==> src/rtl/reg_bank_pkg.sv <==
// Shared definitions for the register-bank write-port arbiter.
// Default geometry and the arbiter state encoding.
package reg_bank_pkg;

  localparam int NUM_REQ_DEF = 4;
  localparam int DATA_W_DEF  = 32;
  localparam int ADDR_W_DEF  = 4;
  localparam int BANK_DEPTH  = 16;

  typedef enum logic [0:0] {
    IDLE  = 1'b0,
    BURST = 1'b1
  } arb_state_t;

endpackage

==> src/rtl/reg_rr_pick.sv <==
// Combinational round-robin picker: first set request at or
// after ptr, searching upward with wrap.
module reg_rr_pick #(
  parameter int N  = 4,
  parameter int PW = 2
) (
  input  logic [N-1:0]  req,
  input  logic [PW-1:0] ptr,
  output logic          found,
  output logic [PW-1:0] idx
);

  logic [PW-1:0] j;

  always_comb begin
    found = 1'b0;
    idx   = '0;
    j     = '0;
    for (int i = 0; i < N; i++) begin
      j = PW'((int'(ptr) + i) % N);
      if (!found && req[j]) begin
        found = 1'b1;
        idx   = j;
      end
    end
  end

endmodule

==> src/rtl/reg_bank_write_arbiter.sv <==
// Round-robin arbiter sharing the register bank write port
// between requesters issuing address-incrementing bursts.
module reg_bank_write_arbiter
  import reg_bank_pkg::*;
#(
  parameter int NUM_REQ = NUM_REQ_DEF,
  parameter int DATA_W  = DATA_W_DEF,
  parameter int ADDR_W  = ADDR_W_DEF
) (
  input  logic                      clk,
  input  logic                      reset,
  input  logic [NUM_REQ-1:0]        req,
  input  logic [NUM_REQ*ADDR_W-1:0] req_addr,
  input  logic [NUM_REQ*ADDR_W-1:0] req_len,
  input  logic [NUM_REQ*DATA_W-1:0] req_data,
  output logic [NUM_REQ-1:0]        req_ack,
  output logic [NUM_REQ-1:0]        gnt,
  output logic                      busy,
  output logic                      write_en,
  output logic [ADDR_W-1:0]         add_line,
  output logic [DATA_W-1:0]         data_out
);

  localparam int PW = (NUM_REQ > 1) ? $clog2(NUM_REQ) : 1;

  arb_state_t          state_q, state_d;
  logic [PW-1:0]       owner_q, owner_d;
  logic [PW-1:0]       rr_ptr_q, rr_ptr_d;
  logic [ADDR_W-1:0]   base_q, base_d;
  logic [ADDR_W-1:0]   len_q, len_d;
  logic [ADDR_W-1:0]   beat_q, beat_d;
  logic [ADDR_W-1:0]   addr_q, addr_d;
  logic [NUM_REQ-1:0]  gnt_q, gnt_d;
  logic                we_q, we_d;
  logic [DATA_W-1:0]   data_q, data_d;

  logic                pick_found;
  logic [PW-1:0]       pick_idx;
  logic                own_req;
  logic [PW-1:0]       next_ptr;
  logic [NUM_REQ-1:0]  one;

  logic [ADDR_W-1:0]   addr_a [NUM_REQ];
  logic [ADDR_W-1:0]   len_a  [NUM_REQ];
  logic [DATA_W-1:0]   data_a [NUM_REQ];

  for (genvar g = 0; g < NUM_REQ; g++) begin : g_lane
    assign addr_a[g] = req_addr[g*ADDR_W +: ADDR_W];
    assign len_a[g]  = req_len[g*ADDR_W +: ADDR_W];
    assign data_a[g] = req_data[g*DATA_W +: DATA_W];
  end

  reg_rr_pick #(
    .N  (NUM_REQ),
    .PW (PW)
  ) u_pick (
    .req   (req),
    .ptr   (rr_ptr_q),
    .found (pick_found),
    .idx   (pick_idx)
  );

  assign one      = NUM_REQ'(1);
  assign own_req  = req[owner_q];
  assign next_ptr = (owner_q == PW'(NUM_REQ - 1))
                  ? '0 : owner_q + 1'b1;

  always_comb begin
    state_d  = state_q;
    owner_d  = owner_q;
    rr_ptr_d = rr_ptr_q;
    base_d   = base_q;
    len_d    = len_q;
    beat_d   = beat_q;
    gnt_d    = gnt_q;
    we_d     = 1'b0;
    addr_d   = addr_q;
    data_d   = data_q;
    unique case (state_q)
      IDLE: begin
        if (pick_found) begin
          owner_d = pick_idx;
          base_d  = addr_a[pick_idx];
          len_d   = len_a[pick_idx];
          beat_d  = '0;
          gnt_d   = one << pick_idx;
          state_d = BURST;
        end
      end
      BURST: begin
        if (own_req) begin
          data_d = data_a[owner_q];
          addr_d = base_q + beat_q;
          we_d   = 1'b1;
        end
        // last beat and abort both hand the turn to the next requester
        if (!own_req || beat_q == len_q) begin
          state_d  = IDLE;
          gnt_d    = '0;
          rr_ptr_d = next_ptr;
        end else begin
          beat_d = beat_q + 1'b1;
        end
      end
      default: begin
        state_d = IDLE;
        gnt_d   = '0;
      end
    endcase
  end

  always_ff @(posedge clk) begin
    if (reset) begin
      state_q  <= IDLE;
      owner_q  <= '0;
      rr_ptr_q <= '0;
      base_q   <= '0;
      len_q    <= '0;
      beat_q   <= '0;
      gnt_q    <= '0;
      we_q     <= 1'b0;
      addr_q   <= '0;
      data_q   <= '0;
    end else begin
      state_q  <= state_d;
      owner_q  <= owner_d;
      rr_ptr_q <= rr_ptr_d;
      base_q   <= base_d;
      len_q    <= len_d;
      beat_q   <= beat_d;
      gnt_q    <= gnt_d;
      we_q     <= we_d;
      addr_q   <= addr_d;
      data_q   <= data_d;
    end
  end

  assign req_ack  = gnt_q & req;
  assign gnt      = gnt_q;
  assign busy     = (state_q == BURST);
  assign write_en = we_q;
  assign add_line = addr_q;
  assign data_out = data_q;

endmodule

==> config.mk <==
export PLATFORM = sky130hd
export DESIGN_NAME = reg_bank_write_arbiter
export DESIGN_NICKNAME = d
export VERILOG_FILES = /design/src/rtl/reg_bank_pkg.sv /design/src/rtl/reg_rr_pick.sv /design/src/rtl/reg_bank_write_arbiter.sv
export SDC_FILE = /design/constraint.sdc
export NUM_CORES = 1
export LEC_CHECK = 0
export ABC_AREA = 1
export ABC_CLOCK_PERIOD_IN_PS = 3200
export BUFFER_PORTS_ARGS = -buffer_cell sky130_fd_sc_hd__buf_2
export CELL_PAD_IN_SITES_DETAIL_PLACEMENT = 1
export CELL_PAD_IN_SITES_GLOBAL_PLACEMENT = 1
export CORE_ASPECT_RATIO = 0.6
export CORE_UTILIZATION = 32
export DETAILED_ROUTE_END_ITERATION = 10
export PLACE_DENSITY_LB_ADDON = 0.05
export SLEW_MARGIN = 20
export SYNTH_ARGS = -nofsm -noshare
export SYNTH_HDL_FRONTEND = slang
export SYNTH_HIERARCHICAL = 1
export SYNTH_SLANG_ARGS = --single-unit
==> constraint.sdc <==
create_clock -name clk -period 3.2 [get_ports clk]
set_clock_uncertainty 0.2 [all_clocks]
set_input_delay 0.16 -clock clk [delete_from_list [all_inputs] [get_ports clk]]
set_output_delay 0.16 -clock clk [all_outputs]
set_load 0.005 [all_outputs]
Yosys cells after proc, flatten, opt, wreduce, memory -nomap -nowiden --
Index checks and enable logic that the tools add are counted.
Storage, ports and cells: register bits 58, bits of input ports 166, output and inout port bits 46, word-level logic and storage cells 85
Cells by class: add/sub/neg operators 6, order comparisons 7, equal/unequal tests 5, shifts and indexed selects 1, muxes and demuxes 38, bitwise operators 4, reductions and logical operators 14
Operators with widths (count):
- $bmux 32 s2 | 1
- $mux 32 | 2
- $mux 4 | 8
- $bmux 4 s2 | 2
- $pmux 4 s2 | 2
- $lt 2x3->1 const B | 5
- $mux 1 | 12
- $bmux 1 s2 | 5
- $mux 2 | 5
- $reduce_and 2->1 | 5
- $ge 3x3->1 const B | 2
- $not 2->3 | 2
- $add 2x1->2 const B | 2
- $add 2x2->2 const B | 2
- $add 4x1->4 const B | 1
- $add 4x4->4 | 1
- $and 4x4->4 | 1
- $eq 4x4->1 | 1
- $logic_not 1->1 | 4
- $ne 2x2->1 const B | 2
- $shl 1x2->4 const A | 1
- $logic_and 1x1->1 | 3
- $eq 2x2->1 const B | 1
- $ne 2x1->1 const B | 1
- other kinds (4) | 4

Depth between registers and ports, before layout --
Gate-level depths: netlist of run 1.
word-level depth 16, gate-level depth with buffers 17, gate-level depth less buffers 17

By module --
The synthesis of run 1 kept the hierarchy.
By module, submodules not included:
- reg_bank_write_arbiter | times used 1, cells each 522, area an instance 3434.5 sq um, seq. area each 1161.1 sq um
- reg_rr_pick | times used 1, cells each 59, area an instance 319.1 sq um, seq. area each 0.0 sq um

Least setup slack after synthesis of run 1 --
OpenSTA, ideal clock, no wires.
path kind flip-flop to flip-flop, from register rr_ptr_q[0], to register base_q[1], library setup time 70 ps, arrival 1712 ps, data required time 2930 ps, slack 1217 ps, cell stages (with the launch flop) 14, path buffers 1, clock period less this slack 1983 ps, cells stage by stage dfxtp_1 -> buf_6 -> nand2_2 -> nand3_2 -> nand2_4 -> nor2_4 -> nand4_1 -> nand3_1 -> inv_1 -> nor2_1 -> nand2_1 -> nand4_1 -> nand2_1 -> a21oi_1
On the way: word-level cells in the longest chain between the ends 16, elaborated cells on any way between the ends 30, those cells by class 3 x add/sub; 19 x mux; 1 x bitwise; 7 x reduce/logical
Ends and longest elaborated chain:
- start: declaration | RTL line reg_bank_write_arbiter.sv:28 | logic [PW-1:0] rr_ptr_q, rr_ptr_d;
- start signal: assignment | RTL line reg_bank_write_arbiter.sv:127 | rr_ptr_q <= rr_ptr_d;
- parallel branches: the longest is 11 deep, another holds $add 2x1->2
- $mux 2 * | RTL line reg_rr_pick.sv:21 | if (!found && req[j]) begin
- named net pick_idx[1] | RTL line reg_bank_write_arbiter.sv:38 | logic [PW-1:0] pick_idx;
- $not 2->3 (not written as such) * | RTL line reg_bank_write_arbiter.sv:83 | base_d = addr_a[pick_idx];
- $bmux 4 s2 * | RTL line reg_bank_write_arbiter.sv:83
- $mux 4 (not written as such) * (2 in a row) | RTL line reg_bank_write_arbiter.sv:83
- end signal: assignment | RTL line reg_bank_write_arbiter.sv:128 | base_q <= base_d;
- end: declaration | RTL line reg_bank_write_arbiter.sv:29 | logic [ADDR_W-1:0] base_q, base_d;
Mark *: on every way through the listed nets, which the timed path passes. The select of a mux whose other input is x is not followed. A chain may end at the register's enable or synchronous reset.

Worst setup path after layout of run 1 --
from register rr_ptr_q[1], to register len_q[0]
On the way: word-level cells in the longest chain between the ends 16, elaborated cells on any way between the ends 30, those cells by class 3 x add/sub; 19 x mux; 1 x bitwise; 7 x reduce/logical
Ends and longest elaborated chain:
- parallel branches: the longest is 11 deep, another holds $add 2x1->2
- $mux 2 * | RTL line reg_rr_pick.sv:21
- named net pick_idx[1] | RTL line reg_bank_write_arbiter.sv:38
- $not 2->3 (not written as such) * | RTL line reg_bank_write_arbiter.sv:84 | len_d = len_a[pick_idx];
- $bmux 4 s2 * | RTL line reg_bank_write_arbiter.sv:84
- $mux 4 (not written as such) * (2 in a row) | RTL line reg_bank_write_arbiter.sv:84
- end signal: assignment | RTL line reg_bank_write_arbiter.sv:129 | len_q <= len_d;
- end: declaration | RTL line reg_bank_write_arbiter.sv:30 | logic [ADDR_W-1:0] len_q, len_d;
Marked as above.

==> results of run 1 <==
-- critical path: cells and delay by family (launching register included) --
kind / cells / cell delay [ns]
AND/OR/NAND/NOR: 8 / 0.82
flip-flops: 1 / 0.48
buffers and inverters: 4 / 1.09
AO/OA/AOI/OAI: 2 / 0.33
-- metal layers --
layer  GRT usage  routed length (µm)  share of wire  up-vias
li1            -                   -              -     2407
met1      0.3525                7526           0.47     2344
met2      0.4236                7230           0.45      141
met3     0.06979                1058          0.066       14
met4     0.05474                 121         0.0076        0
met5           0                   0              0        -
-- cells by family (layout without fill, tap and decap cells) --
kind of cell    after synthesis  in the layout  synth area share
other cells                   0              1                 0
buf+inv                      71            291           0.08833
xor+xnor                      5              5           0.01167
simple gates                268            268            0.3163
fa+ha+maj                     6              6           0.02200
compound gates              173            173            0.2523
flops                        58             58            0.3093
-- flip-flops by register name (all words and copies together) (netlist names) --
signal    count
add_line      4
len_q         4
write_en      1
beat_q        4
gnt           4
base_q        4
data_out     32
rr_ptr_q      2
owner_q       2
busy          1
-- layout by cell type (no fill, tap or decap) --
cell type	n
a21oi_1	51
a22oi_1	7
a31oi_1	1
a41oi_1	5
buf_2	211
buf_4	10
clkbuf_1	1
clkbuf_16	9
clkbuf_8	2
clkinv_1	1
clkinv_2	3
clkinvlp_4	2
dfxtp_1	55
dfxtp_2	3
diode_2	1
dlygate4sd3_1	24
fa_1	1
ha_1	5
inv_1	25
inv_2	3
nand2_1	117
nand2_2	11
nand2_4	3
nand3_1	47
nand3_2	6
nand3_4	1
nand3b_1	1
nand4_1	3
nor2_1	77
nor2_2	1
nor2_4	1
o21ai_0	75
o21ai_1	1
o21ai_4	1
o22ai_1	32
xnor2_1	2
xor2_1	3
-- how the worst max path moves through the flow --
stage / end / slack [ns] / cells past startpoint
CTS: len_q[0]$_SDFFE_PP0P_ / 0.06 / 14
global route: len_q[0]$_SDFFE_PP0P_ / 0.002 / 14
detailed placement: base_q[0]$_SDFFE_PP0P_ / 0.39 / 14
floorplan: base_q[1]$_SDFFE_PP0P_ / 1.22 / 13
global placement: base_q[1]$_SDFFE_PP0P_ / 0.55 / 14
finish: len_q[0]$_SDFFE_PP0P_ / 0.16 / 14
-- through the flow --
| step | instance area [µm²] | total power, µW | setup slack, ns |
|---|---|---|---|
| 6_report | 5403 | 4457 | 0.1571 |
| 5_1_grt | 5400 | 4829 | 0.001508 |
| 4_1_cts | 5391 | 4420 | 0.05965 |
| 3_5_place_dp | 4880 | 3477 | 0.3890 |
| 3_3_place_gp | 4880 | 3391 | 0.5477 |
| 2_1_floorplan | 3754 | 2734 | 1.217 |
-- power by group through the flow --
stage	registers, µW	logic, µW	clock network, µW
floorplan	1040	1690	0
global placement	1100	2290	0
detailed placement	1110	2360	0
CTS	1100	2420	897
global route	1130	2760	939
finish	1110	2470	884
-- final cells by class --
| type | count | area [µm²] |
|---|---|---|
| tap | 160 | 200.2 |
| clock inverter | 3 | 15.01 |
| fill | 1540 | 5971 |
| sequential | 58 | 1165 |
| multi-input combinational | 452 | 2268 |
| clock buffer | 12 | 256.5 |
| antenna | 1 | 2.502 |
| inverter | 31 | 123.9 |
| timing repair buffer | 245 | 1371 |
-- what timing repair did --
| action | 4_1_cts | 5_1_grt |
|---|---|---|
| resized for setup | 0 | 3 |
| hold endpoints to repair | 6 | 0 |
| setup buffers | 0 | 0 |
| endpoints found under the setup margin | 0 | 1 |
| hold buffers | 24 | 0 |
==> impl_metrics.toml, run 1 <==
[global_routing]
grt_use_total = 0.2626
grt_max_degree = 51
grt_pass1_wl_um = 24870
grt_antenna_before_repair = 0
grt_pass1_vias = 4786
gr-total-overflow = 0

[setup_path]
slowest_delay_ns = 0.60
ff2ff_path_depth = 14
worstSetupPathType = "reg -> reg"
r2r_slack_ns = 0.16
regToRegStartpoint = "rr_ptr_q[1]$_SDFFE_PP0P_"
cp_data_arrival_time_ns = 3.03
start_kind = "flop"
r2r_end = "len_q[0]$_SDFFE_PP0P_"
path_max_fanout = 9
end_kind = "flop"
cp_slowest_cell = "dlygate4sd3_1"
crit_path_start = "rr_ptr_q[1]$_SDFFE_PP0P_"
crit_required_ns = 3.19
path_cells = "inv_2 -> nand2_2 -> nand2_2 -> nand2_2 -> nand2_2 -> nor2_4 -> nand4_1 -> nand3_1 -> inv_1 -> nand2_1 -> clkinvlp_4 -> a22oi_1 -> dlygate4sd3_1 -> a31oi_1"
crit_top_cell = "nand2_2"

[floorplan]
die_y_um = 85.90
num_rows = 30
pin_count = 212
core_area_mm2 = 0.01137
dieArea_mm2 = 0.01218
start_util = 0.3300
die-width_um = 141.8

[timing]
slew_violations = 0
worst_pin_slew_ns = 0.7632
period_share = 0.9509
min_period_ns = 3.043
hold-worst-slack_ns = 0.02554
hold_viol_final = 0
fmax_mhz = 328.6
setup_viol_count_final = 0
setup-tns-final_ns = 0
relSlewSlack = 0.4893
rsz0062_at_grt = "no"

[routing]
wirelength_um = 15940
viasPerCell = 5.100
route.vias.total = 4906
first_iter_violations = 220
first_pass_iters = 4
antenna_left = 0
drc = 0
wl_per_cell_um = 16.57

[job]
max-cap-violations = 0

[placement]
placed_cells = 922
gp_congestion = 0.8590
numPortBuffers = 211
dpl.hpwl_um = 11540

[logic_synthesis]
synth_top_area_frac = 0.3093
synth.top_cells.by_area = "dfxtp_1, nand2_1, o21ai_0"
yosys-top-cells-count = "nand2_1, nor2_1, o21ai_0"
synth_cell_type_count = 33
ys_seq_elements = 58
synthArstFlopShare = 0
avgSynthCellArea_um2 = 6.461
syn_area_mm2 = 0.003754
ys_dominant_reg_cell = "dfxtp_1"
yosysWarnings = 6
yosysSeqAreaShare = 0.3093
syn_nets = 753
synth_edf_count = 0
syn_inst = 581
synth_area_leader_cell = "dfxtp_1"
yosysMostFrequentCell = "nand2_1"

[pwr]
power_frac_seq = 0.248
cellPowerDensity_mw_per_mm2 = 825.0
swShare = 0.4798
pwr-share-clk = 0.198
switchingPower_uw = 2138
p_leak_uw = 0.002563
pwr-share-comb = 0.554
p_int_uw = 2319
max-vdd-ir-drop_uv = 296.9

[status]
status = "finished clean"

[worst_hold_path]
hold_class = "in -> reg"
hold_path_depth = 5
holdPathEnd = "base_q[0]$_SDFFE_PP0P_"
min_from = "req_addr[0]"

[layout]
utilization = 0.4750
nNetsFinal = 969
layout-drive-gt1-share = 0.3333
final_cells = 962
area_growth_pct = 43.93

[clock_tree]
root_buffer = "clkbuf_16"
htree_num_levels = 3
clock-sinks = 58
path_clk_slew_ns = 0.05
clockBufferDepth = 2
numCtsBuffers = 9
clk_latency_ns = 0.32
tritoncts = "done"
Note: power is estimated with default switching activity, not from simulation.
==> inputs of run 2 (changes only) <==
--- a/config.mk
+++ b/config.mk
@@ -7,12 +7,12 @@
 export LEC_CHECK = 0
 export ABC_AREA = 1
 export ABC_CLOCK_PERIOD_IN_PS = 3200
-export BUFFER_PORTS_ARGS = -buffer_cell sky130_fd_sc_hd__buf_2
 export CELL_PAD_IN_SITES_DETAIL_PLACEMENT = 1
 export CELL_PAD_IN_SITES_GLOBAL_PLACEMENT = 1
 export CORE_ASPECT_RATIO = 0.6
-export CORE_UTILIZATION = 32
+export CORE_UTILIZATION = 40
 export DETAILED_ROUTE_END_ITERATION = 10
+export DONT_BUFFER_PORTS = 1
 export PLACE_DENSITY_LB_ADDON = 0.05
 export SLEW_MARGIN = 20
 export SYNTH_ARGS = -nofsm -noshare
==> impl_metrics.toml, run 2 (same netlist as run 1, synthesis figures left out) <==
[routing]
first_iter_violations = 185
wirelength_um = 15320
antenna_left = 0
drc = 0
route.vias.total = 4444
viasPerCell = 5.668
wl_per_cell_um = 19.54
first_pass_iters = 7

[job]
max-cap-violations = 0

[layout]
area_growth_pct = 34.63
final_cell_mix = "nand2_1, dlygate4sd3_1, nor2_1, o21ai_0, dfxtp_1"
largest_reg_flops = 32
layout-drive-gt1-share = 0.08359
mostFrequentLayoutCell = "nand2_1"
antennaDiodeCount = 0
nNetsFinal = 825
fin_area_mm2 = 0.005054

[floorplan]
num_rows = 26
die_y_um = 77.04
core_area_mm2 = 0.008816
pin_count = 212
start_util = 0.4258
die-width_um = 127.1
dieArea_mm2 = 0.009788

[setup_path]
path_max_fanout = 12
start_kind = "flop"
worstSetupPathType = "reg -> reg"
crit_required_ns = 3.21
ff2ff_path_depth = 12
cp_data_arrival_time_ns = 2.89
end_kind = "flop"

[pwr]
p_leak_uw = 0.001979
max-vdd-ir-drop_uv = 370.7
cellPowerDensity_mw_per_mm2 = 933.9
fin_total_pwr_uw = 4720

[timing]
rsz0062_at_grt = "no"
setup_viol_count_final = 0
hold_viol_final = 0
worst_pin_slew_ns = 0.7178
min_period_ns = 2.876
period_share = 0.8988
fmax_mhz = 347.7
relSlewSlack = 0.5198
setup-tns-final_ns = 0
slew_violations = 0

[clock_tree]
numCtsBuffers = 9
clockBufferDepth = 2
tritoncts = "done"
htree_num_levels = 3
cts_setup_buffers = 0
clk_latency_ns = 0.33
root_buffer = "clkbuf_16"
clock-sinks = 58
path_clk_slew_ns = 0.05

[global_routing]
grt_antenna_before_repair = 0
grt_max_degree = 49
gr-total-overflow = 0
grt_use_total = 0.3143
grt_pass1_wl_um = 23980
grt_pass1_vias = 4645

[status]
status = "finished clean"

[placement]
gp_congestion = 0.8562
dpl.hpwl_um = 9584
place_area_mm2 = 0.003759
numPortBuffers = 0

[worst_hold_path]
hold_class = "in -> reg"
hold_path_depth = 4
## run 2: repair_timing
item | 4_1_cts | 5_1_grt
endpoints found under the setup margin | 0 | 2
gates resized for setup | 0 | 2
hold endpoints to repair | 56 | 0
hold buffers | 94 | 0
## run 2: final timing paths
kind	start	endpoint	slack, ns
max	rr_ptr_q[0]$_SDFFE_PP0P_	gnt[3]$_SDFFE_PP0P_	0.32
max reg2reg	rr_ptr_q[0]$_SDFFE_PP0P_	gnt[3]$_SDFFE_PP0P_	0.32
min	req_data[125]	data_out[29]$_SDFFE_PP0P_	0.01
min reg2reg	data_out[19]$_SDFFE_PP0P_	data_out[19]$_SDFFE_PP0P_	0.29
## run 2: area by class of cell
cell class | instances | area [µm²]
clock inverters | 4 | 72.57
fillers | 1131 | 3762
multi-input cells | 452 | 2268
clock buffers | 12 | 266.5
flip-flops and latches | 58 | 1165
repair buffers | 101 | 1003
well taps | 126 | 157.7
inverters | 31 | 120.1
## run 2: per-layer routing
layer	global-route usage	part of all wire	up-vias
met2	0.5467	0.48	164
met4	0.1083	0.023	0
met3	0.1089	0.081	32
met1	0.3583	0.42	2130
met5	0	0	-
li1	-	-	2118
## run 2: critical path, cell delays in order, from the launching register on
cell           delay [ns]
dfxtp_2              0.49
inv_2                0.15
nand2_1              0.13
nand3_1              0.10
nand2_2              0.12
inv_1                0.08
nand4_1              0.09
nand3_1              0.16
nand2_1              0.11
clkinv_1             0.27
nand2_1              0.19
a21oi_1              0.09
dlygate4sd3_1        0.57
## run 2: power by group
group / leakage (µW) / internal, µW / switching [µW] / total (µW)
Combinational: 0.00134 / 923 / 1540 / 2460
Clock: 0.000165 / 743 / 345 / 1090
Sequential: 0.000474 / 913 / 255 / 1170
## run 2: stage by stage
stage | worst slack, ns | std cells | util | hold slack, ns
after detailed placement | 0.4100 | 674 | 0.4263 | 0.03333
after global placement | 0.6113 | 674 | 0.4263 | 0.03185
after global routing | 0.1127 | 784 | 0.5732 | 0.05169
after CTS | 0.1992 | 784 | 0.5727 | 0.008202
final | 0.3239 | 784 | 0.5732 | 0.01485
after floorplan | 1.217 | 581 | - | 0.1329
==> inputs of run 3 (changes only) <==
--- a/config.mk
+++ b/config.mk
@@ -5,14 +5,16 @@
 export SDC_FILE = /design/constraint.sdc
 export NUM_CORES = 1
 export LEC_CHECK = 0
-export ABC_AREA = 1
+export ABC_AREA = 0
 export ABC_CLOCK_PERIOD_IN_PS = 3200
 export CELL_PAD_IN_SITES_DETAIL_PLACEMENT = 1
 export CELL_PAD_IN_SITES_GLOBAL_PLACEMENT = 1
 export CORE_ASPECT_RATIO = 0.6
+export CORE_MARGIN = 2
 export CORE_UTILIZATION = 40
 export DETAILED_ROUTE_END_ITERATION = 10
 export DONT_BUFFER_PORTS = 1
+export GPL_TIMING_DRIVEN = 0
 export PLACE_DENSITY_LB_ADDON = 0.05
 export SLEW_MARGIN = 20
 export SYNTH_ARGS = -nofsm -noshare
==> impl_metrics.toml, run 3 <==
[status]
status = "finished clean"

[clock_tree]
clock-sinks = 58
numCtsBuffers = 9
path_clk_slew_ns = 0.05
cts_setup_buffers = 0
cts.repair.resized = 0
ctsHoldBuffers = 1
clk_latency_ns = 0.32
htree_num_levels = 3
clockBufferDepth = 2
tritoncts = "done"
root_buffer = "clkbuf_16"

[global_routing]
met3_usage = 0.1068
grt_antenna_before_repair = 0
grt_pass1_vias = 2847
grt.busiest_layer = "met2"
grt_pass1_wl_um = 15260
gr-total-overflow = 0
grt_max_degree = 11
grt_use_total = 0.2274
grt_util_met2 = 0.3487
gr-usage-met1 = 0.2947

[logic_synthesis]
yosysWarnings = 6
syn_area_mm2 = 0.003386
yosysSeqAreaShare = 0.3429
ys_dominant_reg_cell = "dfxtp_1"
synth_top_area_frac = 0.3429
ys_seq_elements = 58
syn_nets = 515
yosysMostFrequentCell = "nand2_1"
avgSynthCellArea_um2 = 9.871
syn_inst = 343
synth_cell_type_count = 42
synth_area_leader_cell = "dfxtp_1"
synth.top_cells.by_area = "dfxtp_1, mux4_2, nand2_1"
yosys-top-cells-count = "nand2_1, dfxtp_1, a21oi_1"
synth_edf_count = 0
synthArstFlopShare = 0

[setup_path]
worstSetupPathType = "reg -> reg"
start_kind = "flop"
path_max_fanout = 10
crit_required_ns = 3.18
end_kind = "flop"
cp_data_arrival_time_ns = 2.55

[timing]
relSlewSlack = 0.5629
fmax_mhz = 389.1
worst_pin_slew_ns = 0.6556
hold_viol_final = 0
rsz0062_at_grt = "no"
setup_ws_ns = 0.6297
setup-tns-final_ns = 0
period_share = 0.8032
setup_viol_count_final = 0
min_period_ns = 2.570
hold-worst-slack_ns = 0.02919
slew_violations = 0

[routing]
wl_per_cell_um = 22.96
antenna_left = 0
drc = 0
route.vias.total = 2722
first_iter_violations = 141
first_pass_iters = 4
viasPerCell = 5.854
wirelength_um = 10680

[layout]
area_growth_pct = 11.42
layout-drive-gt1-share = 0.1961
final_cells = 465
fill_cells = 898
nNetsFinal = 527
antennaDiodeCount = 0
largest_reg_flops = 32
mostFrequentLayoutCell = "nand2_1"
final_cell_mix = "nand2_1, dfxtp_1, a21oi_1, mux4_2, clkbuf_1"
fin_area_mm2 = 0.003772

[placement]
dpl.hpwl_um = 8700
pre_cts_ws_ns = 0.6532
gp_congestion = 0.8168
numPortBuffers = 0
placed_cells = 451
place_area_mm2 = 0.003521

[floorplan]
num_rows = 25
die-width_um = 122.8
dieArea_mm2 = 0.009241
start_util = 0.4212
core_area_mm2 = 0.008039
die_y_um = 75.27
pin_count = 212

[job]
max-cap-violations = 0

[pwr]
max-vdd-ir-drop_uv = 302.0
p_leak_uw = 0.001304
cellPowerDensity_mw_per_mm2 = 570.1

[worst_hold_path]
hold_class = "in -> reg"
-- run 3: power breakdown --
part           leakage, µW  switching, µW  internal (µW)  total, µW
Clock             0.000118            295            507        802
Sequential        0.000474           66.2            794        860
Combinational     0.000711            253            236        489
Total              0.00130            614           1540       2150
-- run 3: cells by family (layout without fill, tap and decap cells) --
group | after synthesis | after routing | synth area share
and+or+nand+nor | 124 | 124 | 0.1563
xor gates and xnor gates | 7 | 7 | 0.01811
buffers and inverters | 35 | 49 | 0.05691
adders and majority gates | 6 | 6 | 0.02439
DFF | 58 | 58 | 0.3429
muxes | 41 | 41 | 0.2727
AOI/OAI and AO/OA | 72 | 72 | 0.1286
-- run 3: cell type report --
| cell class | instances | area [µm²] | share of cell area |
|---|---|---|---|
| clock buffer | 12 | 236.5 | 0.06269 |
| buffer | 26 | 158.9 | 0.04212 |
| inverter | 9 | 33.78 | 0.008955 |
| multi-input combinational | 250 | 2032 | 0.5386 |
| sequential | 58 | 1161 | 0.3078 |
| timing repair buffer | 1 | 10.01 | 0.002653 |
| tap | 108 | 135.1 | 0.03582 |
| clock inverter | 1 | 5.005 | 0.001327 |
-- run 3: worst paths after layout --
kind | from | cells past startpoint | endpoint | slack (ns)
hold reg to reg | len_q[0]$_SDFFE_PP0P_ | 2 | len_q[0]$_SDFFE_PP0P_ | 0.27
hold / removal | req_data[16] | 3 | data_out[16]$_SDFFE_PP0P_ | 0.03
setup reg to reg | rr_ptr_q[0]$_SDFFE_PP0P_ | 7 | base_q[1]$_SDFFE_PP0P_ | 0.63
setup / recovery | rr_ptr_q[0]$_SDFFE_PP0P_ | 7 | base_q[1]$_SDFFE_PP0P_ | 0.63
-- run 3: critical path: stages (launching register included) --
cell and delay, ns:
dfxtp_1 0.41, inv_2 0.06, a221o_1 0.32, a21oi_1 0.33
buf_2 0.37, mux4_2 0.55, nand2_1 0.12, a21oi_1 0.07
-- run 3: stage by stage --
stage,power (µW),utilization
floorplan,1247,-
global placement,1358,0.4380
detailed placement,1365,0.4380
CTS,2173,0.4693
global route,2268,0.4693
finish,2151,0.4693
-- run 3: metal layers --
metal	up-vias	part of all wire
li1	1264	-
met1	1311	0.42
met2	136	0.46
met3	11	0.11
met4	0	0.0090
met5	-	0
